### src/rtl/alu_op_sequencer_if.sv
// Command/response bundle between a command source and alu_op_sequencer.
// master: command source / response consumer. slave: the sequencer.
//   cmd_*  : valid/ready command channel (op, operands, flag-in)
//   rsp_*  : valid/ready response channel (result, zero, carry, illegal)
interface alu_op_sequencer_if #(
    parameter int unsigned BITS = 4
);
    logic            cmd_valid;
    logic            cmd_ready;
    logic [3:0]      cmd_op;
    logic [BITS-1:0] cmd_a;
    logic [BITS-1:0] cmd_b;
    logic            cmd_flag;

    logic            rsp_valid;
    logic            rsp_ready;
    logic [BITS-1:0] rsp_result;
    logic            rsp_zero;
    logic            rsp_carry;
    logic            rsp_illegal;

    modport master (
        output cmd_valid, cmd_op, cmd_a, cmd_b, cmd_flag, rsp_ready,
        input  cmd_ready, rsp_valid, rsp_result, rsp_zero, rsp_carry, rsp_illegal
    );

    modport slave (
        input  cmd_valid, cmd_op, cmd_a, cmd_b, cmd_flag, rsp_ready,
        output cmd_ready, rsp_valid, rsp_result, rsp_zero, rsp_carry, rsp_illegal
    );
endinterface

### src/rtl/alu_op_sequencer.sv
// Initiator-side controller for a combinational ALU: accepts one command,
// holds it registered on the ALU inputs for SETTLE cycles, captures the
// result/flags and returns them on the response channel.
// Ports:
//   clk, rst      : clock, asynchronous active-high reset
//   bus (slave)   : cmd_* command channel in, rsp_* response channel out
//   alu_a/alu_b/alu_control/alu_flag_in : registered ALU inputs
//   alu_result/alu_flags/alu_cflag      : ALU outputs (bit 0 of flags/cflag used)
//   busy          : state is not IDLE
//   ops_done      : wrapping count of completed response handshakes
module alu_op_sequencer #(
    parameter int unsigned BITS   = 4,
    parameter int unsigned SETTLE = 1
) (
    input  logic              clk,
    input  logic              rst,
    alu_op_sequencer_if.slave bus,
    output logic [BITS-1:0]   alu_a,
    output logic [BITS-1:0]   alu_b,
    output logic [3:0]        alu_control,
    output logic              alu_flag_in,
    input  logic [BITS-1:0]   alu_result,
    input  logic [1:0]        alu_flags,
    input  logic [1:0]        alu_cflag,
    output logic              busy,
    output logic [15:0]       ops_done
);
    localparam int unsigned OP_W  = 4;
    localparam int unsigned CNT_W = 4;
    localparam int unsigned OPS_W = 16;

    localparam logic [1:0] S_IDLE    = 2'd0;
    localparam logic [1:0] S_ISSUE   = 2'd1;
    localparam logic [1:0] S_RESPOND = 2'd2;

    localparam logic [OP_W-1:0] OP_SHL      = 4'b1000;
    localparam logic [OP_W-1:0] OP_SHR      = 4'b1001;
    localparam logic [OP_W-1:0] OP_FIRST_NA = 4'b1010;

    logic [1:0]       state;
    logic [1:0]       state_nxt;
    logic [CNT_W-1:0] cnt;
    logic             illegal_q;

    logic             accept_c;
    logic             capture_c;
    logic             done_c;
    logic             cmd_shift_c;
    logic             cmd_illegal_c;
    logic             alu_shift_c;
    logic             unused_flag_bits;

    // Only bit 0 of the ALU flag vectors carries information here.
    assign unused_flag_bits = alu_flags[1] ^ alu_cflag[1];

    // Illegal: unassigned opcodes, or a shift amount that does not fit the width.
    assign cmd_shift_c   = (bus.cmd_op == OP_SHL) || (bus.cmd_op == OP_SHR);
    assign cmd_illegal_c = (bus.cmd_op >= OP_FIRST_NA) ||
                           (cmd_shift_c && (32'(bus.cmd_b) >= BITS));
    assign alu_shift_c   = (alu_control == OP_SHL) || (alu_control == OP_SHR);

    // State register
    always_ff @(posedge clk or posedge rst) begin
        if (rst) begin
            state <= S_IDLE;
        end else begin
            state <= state_nxt;
        end
    end

    // Next-state and handshake strobes
    always_comb begin
        state_nxt = state;
        accept_c  = 1'b0;
        capture_c = 1'b0;
        done_c    = 1'b0;
        case (state)
            S_IDLE: begin
                if (bus.cmd_valid) begin
                    accept_c  = 1'b1;
                    state_nxt = S_ISSUE;
                end
            end
            S_ISSUE: begin
                if (cnt == '0) begin
                    capture_c = 1'b1;
                    state_nxt = S_RESPOND;
                end
            end
            S_RESPOND: begin
                if (bus.rsp_ready) begin
                    done_c    = 1'b1;
                    state_nxt = S_IDLE;
                end
            end
            default: state_nxt = S_IDLE;
        endcase
    end

    // Registered status outputs, decoded from the next state
    always_ff @(posedge clk or posedge rst) begin
        if (rst) begin
            bus.cmd_ready <= 1'b1;
            bus.rsp_valid <= 1'b0;
            busy          <= 1'b0;
        end else begin
            bus.cmd_ready <= (state_nxt == S_IDLE);
            bus.rsp_valid <= (state_nxt == S_RESPOND);
            busy          <= (state_nxt != S_IDLE);
        end
    end

    // Settle counter and illegal latch
    always_ff @(posedge clk or posedge rst) begin
        if (rst) begin
            cnt       <= '0;
            illegal_q <= 1'b0;
        end else if (accept_c) begin
            cnt       <= CNT_W'(SETTLE - 1);
            illegal_q <= cmd_illegal_c;
        end else if ((state == S_ISSUE) && (cnt != '0)) begin
            cnt       <= cnt - CNT_W'(1);
        end
    end

    // ALU input registers, frozen until the next accepted command
    always_ff @(posedge clk or posedge rst) begin
        if (rst) begin
            alu_a       <= '0;
            alu_b       <= '0;
            alu_control <= '0;
            alu_flag_in <= 1'b0;
        end else if (accept_c) begin
            alu_a       <= bus.cmd_a;
            alu_b       <= bus.cmd_b;
            alu_control <= bus.cmd_op;
            alu_flag_in <= bus.cmd_flag;
        end
    end

    // Response capture; carry is meaningful only for a legal shift
    always_ff @(posedge clk or posedge rst) begin
        if (rst) begin
            bus.rsp_result  <= '0;
            bus.rsp_zero    <= 1'b0;
            bus.rsp_carry   <= 1'b0;
            bus.rsp_illegal <= 1'b0;
        end else if (capture_c) begin
            bus.rsp_result  <= alu_result;
            bus.rsp_zero    <= alu_flags[0];
            bus.rsp_carry   <= alu_shift_c && !illegal_q && alu_cflag[0];
            bus.rsp_illegal <= illegal_q;
        end
    end

    // Completed-operation counter, wraps naturally
    always_ff @(posedge clk or posedge rst) begin
        if (rst) begin
            ops_done <= '0;
        end else if (done_c) begin
            ops_done <= ops_done + OPS_W'(1);
        end
    end
endmodule

### src/flat_wrapper.sv
// flat-port wrapper written by rule: the top's interface ports become plain ports
module alu_op_sequencer_flat 
#(
    parameter int unsigned BITS   = 4,
    parameter int unsigned SETTLE = 1
)
  (clk, rst, alu_a, alu_b, alu_control, alu_flag_in, alu_result, alu_flags, alu_cflag, busy, ops_done, bus_cmd_valid, bus_cmd_op, bus_cmd_a, bus_cmd_b, bus_cmd_flag, bus_rsp_ready, bus_cmd_ready, bus_rsp_valid, bus_rsp_result, bus_rsp_zero, bus_rsp_carry, bus_rsp_illegal);
  alu_op_sequencer_if #(.BITS(BITS)) bus_i ();
  input  logic clk;
  input  logic rst;
  output logic [BITS-1:0] alu_a;
  output logic [BITS-1:0] alu_b;
  output logic [3:0] alu_control;
  output logic alu_flag_in;
  input  logic [BITS-1:0] alu_result;
  input  logic [1:0] alu_flags;
  input  logic [1:0] alu_cflag;
  output logic busy;
  output logic [15:0] ops_done;
  input wire logic [$bits(bus_i.cmd_valid)-1:0] bus_cmd_valid;
  input wire logic [$bits(bus_i.cmd_op)-1:0] bus_cmd_op;
  input wire logic [$bits(bus_i.cmd_a)-1:0] bus_cmd_a;
  input wire logic [$bits(bus_i.cmd_b)-1:0] bus_cmd_b;
  input wire logic [$bits(bus_i.cmd_flag)-1:0] bus_cmd_flag;
  input wire logic [$bits(bus_i.rsp_ready)-1:0] bus_rsp_ready;
  output wire logic [$bits(bus_i.cmd_ready)-1:0] bus_cmd_ready;
  output wire logic [$bits(bus_i.rsp_valid)-1:0] bus_rsp_valid;
  output wire logic [$bits(bus_i.rsp_result)-1:0] bus_rsp_result;
  output wire logic [$bits(bus_i.rsp_zero)-1:0] bus_rsp_zero;
  output wire logic [$bits(bus_i.rsp_carry)-1:0] bus_rsp_carry;
  output wire logic [$bits(bus_i.rsp_illegal)-1:0] bus_rsp_illegal;
  assign bus_i.cmd_valid = bus_cmd_valid;
  assign bus_i.cmd_op = bus_cmd_op;
  assign bus_i.cmd_a = bus_cmd_a;
  assign bus_i.cmd_b = bus_cmd_b;
  assign bus_i.cmd_flag = bus_cmd_flag;
  assign bus_i.rsp_ready = bus_rsp_ready;
  assign bus_cmd_ready = bus_i.cmd_ready;
  assign bus_rsp_valid = bus_i.rsp_valid;
  assign bus_rsp_result = bus_i.rsp_result;
  assign bus_rsp_zero = bus_i.rsp_zero;
  assign bus_rsp_carry = bus_i.rsp_carry;
  assign bus_rsp_illegal = bus_i.rsp_illegal;
  alu_op_sequencer #(.BITS(BITS), .SETTLE(SETTLE)) u_core (.clk(clk), .rst(rst), .bus(bus_i), .alu_a(alu_a), .alu_b(alu_b), .alu_control(alu_control), .alu_flag_in(alu_flag_in), .alu_result(alu_result), .alu_flags(alu_flags), .alu_cflag(alu_cflag), .busy(busy), .ops_done(ops_done));
endmodule
### config.mk
export PLATFORM = sky130hd
export DESIGN_NAME = alu_op_sequencer_flat
export DESIGN_NICKNAME = d
export VERILOG_FILES = /design/src/rtl/alu_op_sequencer_if.sv /design/src/rtl/alu_op_sequencer.sv /design/src/flat_wrapper.sv
export SDC_FILE = /design/constraint.sdc
export NUM_CORES = 1
export LEC_CHECK = 0
export ABC_AREA = 1
export CAP_MARGIN = 20
export CORE_MARGIN = 2
export CORE_UTILIZATION = 50
export DETAILED_ROUTE_END_ITERATION = 6
export PLACE_DENSITY = 0.85
export SLEW_MARGIN = 40
export SYNTH_ARGS = -nofsm -noshare
export SYNTH_HDL_FRONTEND = slang
export SYNTH_SLANG_ARGS = --single-unit
### constraint.sdc
create_clock -name clk -period 2 [get_ports clk]
set_clock_uncertainty 0.05 [all_clocks]
set_input_delay 0.2 -clock clk [delete_from_list [all_inputs] [get_ports clk]]
set_output_delay 0.2 -clock clk [all_outputs]
set_load 0.1 [all_outputs]
==> key figures, run 1 <==
Logic synthesis
  – Sequential share of the synthesized area: 0.561
  – Yosys cell types: 24
  – Mux cell area share after synthesis: 0
  – Syn_nets: 257
  – Mean Syn Cell Area: 8.93 um^2
  – Ys Warns: 0
  – Ys async rst share: 1.00
  – Yosys reg bits: 46
  – Predominant post-synthesis flop cell: dfrtp_1
  – Synth Area in Adders: 0.0122
  – Synth Instances: 230
  – Post-synthesis xor/xnor area fraction: 0.0469
  – Compound-Gate Fraction of Synth Area: 0.0256
  – Netlist Area Pre-Place: 2050 um^2
  – Largest family of logic cells by synthesized area: simple AND/OR/NAND/NOR gates
  – Simple-gate share of the synthesized area: 0.300
  – Number of synthesized flops with an enable pin: 0

Placed design
  – DP Area: 2640 um^2
  – Routability cong.: 0.772
  – PortBufs: 61
  – Dpl hpwl: 3260 um

Routing
  – Via count: 1,687
  – Final ANT Viol Nets: 0
  – Via density: 4.83
  – Drt total wl: 4220 um
  – Drt drc: 0
  – Drt wl/cell: 12.1 um
  – DR pass1 iterations: 4
  – Initial DRC Count: 100

Floorplan
  – Die area: 4640 um^2
  – Die height: 68.1 um
  – Row Count: 23
  – IO Pins: 64
  – Die width: 68.1 um
  – Initial Utilization: 0.517
  – Core area: 3970 um^2

Setup path
  – Crit Reg-Reg Startpoint: u_core.cnt[0]$_DFFE_PP0P_
  – Sequence of cells on the critical path: inv_1, ha_1, nand2_1, inv_1, nand2_1, o31ai_1, nor2_2, inv_1
  – Crit path kind: reg -> reg
  – WP data arrival: 1.78 ns
  – Crit-path max FO: 11
  – R2R setup slack: 0.35 ns
  – Worst Path Required: 2.13 ns
  – Nature of the critical path endpoint: flop
  – Startpoint Class: flop
  – Capture point of the worst reg-to-reg path: u_core.busy$_DFF_PP0_
  – Crit path largest cell delay: 0.38 ns
  – Reg2Reg Depth: 8
  – CP max-delay cell: dfrtp_1
  – Crit path top cell by count: inv_1

Timing
  – Max-slew violation count: 0
  – Slew @ Worst Pin: 0.452 ns
  – Final period utilization: 0.823
  – Max frequency: 608 MHz
  – Max_slew headroom: 0.698
  – Final hold viol count: 0
  – Final hold slack: 0.178 ns
  – Setup TNS: 0 ns
  – Post-route minimum period: 1.65 ns
  – RSZ-0062 raised after global routing: no
  – Final setup fails: 0

Worst hold path
  – Hold Crit Class: in -> async

Global routing
  – Antenna violations before repair: 0
  – Global Route Usage Sum: 0.199
  – Largest net degree at the start of global routing: 23
  – First-pass GRT wire length: 6930 um
  – Vias in the first global route: 1,608
  – Total gr overflow: 0

Final layout
  – Fill cell count: 307
  – Area Overhead vs Synth: 33.1%
  – Multi-input gate area: 790 um^2
  – Final Instance Area: 2730 um^2
  – Register area: 1150 um^2
  – # diodes: 0
  – Share of layout cells above drive strength 1: 0.221
  – Fin nets: 325

CTS
  – CTS H-Tree Depth: 2
  – Post-CTS Repair Setup Buffers: 0
  – Post_cts resized: 0
  – Hold-fix buffers at CTS: 0
  – CTS root buf: clkbuf_8
  – CTS tree: done
  – CTS Buf Count: 5
  – Clock Pin Slew Worst Setup and Hold Paths: 0.09 ns
  – Sink Count: 46
  – Clk Latency, worst-skew pair: 0.29 ns
  – Clk buf depth: 2

Run status
  – Outcome: finished clean

Run
  – Maxcap violations: 0
==> worst max-delay path, delay by kind of cell, from the launching register on <==
kind	cells	cell delay [ns]
compound gates	1	0.18
fa+ha+maj	1	0.22
buf+inv	3	0.21
flops	1	0.38
simple gates	3	0.51
==> layout make-up <==
cell class,instances,area share
clock buffer,6,0.0302
clock inverter,2,0.00458
inverter,26,0.0357
multi-input combinational,155,0.289
sequential,46,0.422
tap,50,0.0229
timing repair buffer,64,0.196
==> cell usage after synthesis (all sizes together), types with 2 or more instances <==
master,n,area (um^2)
nor2,19,110
nand4,5,31.3
o21ai,5,25.0
nand2,86,323
ha,2,25.0
buf,3,15.0
nand3,21,140
inv,25,93.8
dfrtp,45,1130
o31ai,2,15.0
o22ai,2,12.5
xnor2,4,35.0
xor2,7,61.3
==> cell families after synthesis <==
kind of cell,count (synthesis)
XOR/XNOR,11
AND/OR/NAND/NOR,133
adder cells (fa/ha/maj),2
AO/OA/AOI/OAI,9
flip-flops,46
buffers and inverters,29
==> cell usage in the layout (no fill, tap or decap), drive strengths merged <==
cell,count
nand4,5
o21ai,5
dfrtp,45
nand3,21
clkbuf,6
nor4,1
inv,25
clkinvlp,1
ha,2
xnor2,4
o31ai,2
clkinv,2
nor2,19
buf,42
o22ai,2
xor2,7
clkdlybuf4s50,22
dfstp,1
nand2,86
nor3,1
==> how the worst max path moves through the flow <==
| stage | from | endpoint | slack (ns) | cells after the start |
|---|---|---|---|---|
| 6_report | u_core.cnt[0]$_DFFE_PP0P_ | u_core.busy$_DFF_PP0_ | 0.35 | 8 |
| 5_1_grt | u_core.cnt[0]$_DFFE_PP0P_ | u_core.busy$_DFF_PP0_ | 0.19 | 8 |
| 4_1_cts | u_core.cnt[0]$_DFFE_PP0P_ | u_core.busy$_DFF_PP0_ | 0.33 | 8 |
| 3_5_place_dp | u_core.cnt[0]$_DFFE_PP0P_ | u_core.busy$_DFF_PP0_ | 0.37 | 8 |
| 3_3_place_gp | u_core.cnt[0]$_DFFE_PP0P_ | u_core.busy$_DFF_PP0_ | 0.40 | 8 |
| 2_1_floorplan | u_core.ops_done[2]$_DFFE_PP0P_ | u_core.ops_done[9]$_DFFE_PP0P_ | 0.02 | 5 |
==> through the flow <==
stage / instances / setup WS (ns) / util
after floorplan: 230 / 0.0157 / -
after global placement: 341 / 0.404 / 0.664
after detailed placement: 341 / 0.367 / 0.664
after CTS: 349 / 0.327 / 0.688
after global routing: 349 / 0.187 / 0.688
final: 349 / 0.355 / 0.688
==> metal layers <==
layer | vias to the layer above | track usage | wire [um]
met4 | 0 | 0.0475 | 20
met3 | 2 | 0.0543 | 226
li1 | 853 | - | -
met1 | 794 | 0.237 | 1690
met2 | 38 | 0.356 | 2290
met5 | - | 0 | 0
==> registers in the layout, summed over array words and instances, names as in the netlist <==
signal,count
u_core.alu_a,4
u_core.alu_b,4
u_core.alu_control,4
u_core.alu_flag_in,1
u_core.bus.cmd_ready,1
u_core.bus.rsp_carry,1
u_core.bus.rsp_illegal,1
u_core.bus.rsp_result,4
u_core.bus.rsp_valid,1
u_core.bus.rsp_zero,1
u_core.busy,1
u_core.cnt,4
u_core.illegal_q,1
u_core.ops_done,16
u_core.state,2
Power of run 1 is not shown: default switching activity piles up to over one toggle a cycle in this logic, so the estimate is an artifact.
==> inputs of run 2 (changes only) <==
CORE_UTILIZATION = 46   (was 50)
PLACE_DENSITY = 0.79   (was 0.85)
clock period = 1.6 ns   (was 2 ns; I/O delays follow)
==> run 2 against run 1 <==
  * Global-route usage grew 0.52 points
  * Register-to-register slack got worse by 0.19 ns
  * Sequential share of layout area down 6.3 points
==> key figures, run 2 (synthesized netlist as in run 1, its figures left out) <==
Timing
  – Slew @ Worst Pin: 0.388 ns (-0.0647 ns)
  – Max frequency: 695 MHz (+14%)
  – Final period utilization: 0.899 (+0.0763)
  – RSZ-0062 raised after global routing: no
  – Final hold viol count: 0 (unchanged)
  – Max_slew headroom: 0.741 (+0.0427)
  – Post-route minimum period: 1.44 ns (-0.207 ns)
  – Max-slew violation count: 0 (unchanged)
  – Final setup fails: 0 (unchanged)
  – Setup TNS: 0 ns (unchanged)

CTS
  – CTS root buf: clkbuf_8
  – Post_cts resized: 0 (unchanged)
  – CTS Buf Count: 5 (unchanged)
  – Clock Pin Slew Worst Setup and Hold Paths: 0.08 ns (about the same)
  – CTS H-Tree Depth: 2 (unchanged)
  – CTS tree: done
  – Hold-fix buffers at CTS: 0 (unchanged)
  – Post-CTS Repair Setup Buffers: 0 (unchanged)
  – Clk buf depth: 2 (unchanged)
  – Clk Latency, worst-skew pair: 0.29 ns (about the same)
  – Sink Count: 46 (unchanged)

Setup path
  – Crit-path max FO: 5 (-6)
  – Capture point of the worst reg-to-reg path: u_core.busy$_DFF_PP0_
  – Crit path largest cell delay: 0.39 ns (about the same)
  – Crit path max-delay family: simple AND/OR/NAND/NOR gates
  – CP max-delay cell: dfrtp_1
  – Sequence of cells on the critical path: inv_1, ha_1, nand2_1, nand2_1, nand2_1, nor2_2, inv_1
  – WP data arrival: 1.58 ns (-0.20 ns)
  – R2R setup slack: 0.16 ns (-0.19 ns)
  – Startpoint Class: flop
  – Reg2Reg Depth: 7 (-1)
  – Crit Reg-Reg Startpoint: u_core.cnt[0]$_DFFE_PP0P_
  – Worst Path Required: 1.74 ns (-0.39 ns)
  – Crit path top cell by count: nand2_1
  – Nature of the critical path endpoint: flop
  – Crit path kind: reg -> reg
  – Worst path bufs/invs: 2 (-1)

Power and ir drop
  – Pwr Density: 2300 nW/um^2
  – VDD IR max: 1.93 mV
  – Final Power: 7.54 mW
  – Pleak: 1.58 nW

Final layout
  – Register area: 1170 um^2 (+1.8%)
  – Share of layout cells above drive strength 1: 0.269 (+0.0484)
  – Most frequent cells in the layout: 85 x nand2_1, 40 x buf_12, 31 x dfrtp_1
  – Fin nets: 327 (+0.62%)
  – # diodes: 0 (unchanged)
  – Largest Register: u_core.ops_done
  – Largest register FFs: 16 (unchanged)
  – Area Overhead vs Synth: 59.3%
  – Commonest non-fill, non-tap cell in the layout: nand2_1
  – Final Instance Area: 3270 um^2 (+20%)
  – Multi-input gate area: 792 um^2 (+0.32%)
  – Fill cell count: 296 (-3.6%)

Routing
  – Drt drc: 0 (unchanged)
  – Via count: 1,765 (+4.6%)
  – Drt total wl: 4680 um (+11%)
  – Drt wl/cell: 13.2 um (+9.5%)
  – DR pass1 iterations: 4 (unchanged)
  – Final ANT Viol Nets: 0 (unchanged)
  – Via density: 5.00 (+3.4%)
  – Initial DRC Count: 133 (+33%)

Floorplan
  – Die height: 70.8 um (+4.0%)
  – Die width: 70.8 um (+4.0%)
  – Initial Utilization: 0.475 (-0.0422)
  – IO Pins: 64 (unchanged)
  – Core area: 4320 um^2 (+8.9%)
  – Die area: 5020 um^2 (+8.2%)
  – Row Count: 24 (+4.3%)

Worst hold path
  – Hold Crit Class: in -> async

Placed design
  – DP Area: 3180 um^2 (+20%)
  – PortBufs: 61 (unchanged)
  – Dpl hpwl: 3700 um (+13%)
  – Routability cong.: 0.807 (+4.6%)

Global routing
  – Largest net degree at the start of global routing: 34 (+48%)
  – Global Route Usage Sum: 0.204 (+0.00521)
  – First-pass GRT wire length: 8180 um (+18%)
  – Antenna violations before repair: 0 (unchanged)
  – Vias in the first global route: 1,874 (+17%)
  – Total gr overflow: 0 (unchanged)

Run status
  – Outcome: finished clean

Run
  – Maxcap violations: 0 (unchanged)
==> run 2: cell types whose count changed in the layout (fill, tap and decap cells not counted) <==
| cell | change |
|---|---|
| dfrtp_4 | +2 |
| dfrtp_2 | +11 |
| buf_12 | +40 |
| dfrtp_1 | -13 |
| nand2_2 | +1 |
| clkinvlp_4 | -1 |
| nand2_1 | -1 |
| clkbuf_1 | +1 |
| buf_4 | -38 |
==> run 2: worst max-delay path by stage <==
stage | startpoint | endpoint | cells past startpoint
4_1_cts | u_core.cnt[0]$_DFFE_PP0P_ | u_core.bus.rsp_illegal$_DFFE_PP0P_ | 8
3_5_place_dp | bus_rsp_ready | u_core.ops_done[10]$_DFFE_PP0P_ | 5
3_3_place_gp | bus_rsp_ready | u_core.ops_done[9]$_DFFE_PP0P_ | 6
2_1_floorplan | u_core.ops_done[2]$_DFFE_PP0P_ | u_core.ops_done[9]$_DFFE_PP0P_ | 5
6_report | u_core.cnt[0]$_DFFE_PP0P_ | u_core.busy$_DFF_PP0_ | 7
5_1_grt | u_core.cnt[0]$_DFFE_PP0P_ | u_core.busy$_DFF_PP0_ | 7
==> run 2: where the power goes <==
group | switching [mW] | internal [mW] | total, mW
registers | 0.449 | 1.60 | 2.05
clock network | 0.377 | 0.349 | 0.726
logic | 3.15 | 1.61 | 4.77
total | 3.98 | 3.56 | 7.54
==> run 2: final cells by class <==
cell class | instances | area share
flip-flops and latches | 46 | 0.359
clock buffers | 7 | 0.0264
clock inverters | 1 | 0.00153
inverters | 26 | 0.0298
repair buffers | 66 | 0.321
well taps | 52 | 0.0199
multi-input cells | 155 | 0.242
==> run 2: through the flow <==
step,hold WS (ns),instances,setup slack [ns],utilization
3_5_place_dp,0.419,345,0.0343,0.735
6_report,0.0971,353,0.162,0.757
2_1_floorplan,0.205,230,-0.0118,-
5_1_grt,0.112,353,0.0359,0.757
3_3_place_gp,0.404,345,0.0797,0.735
4_1_cts,0.101,353,0.123,0.756
==> run 2: routing by layer <==
metal / global-route usage / wire (um) / up-vias
met4: 0.0734 / 111 / 0
met2: 0.368 / 2510 / 52
li1: - / - / 857
met3: 0.0584 / 260 / 10
met1: 0.231 / 1800 / 846
met5: 0 / 0 / -
Note: power is estimated with default switching activity, not from simulation.
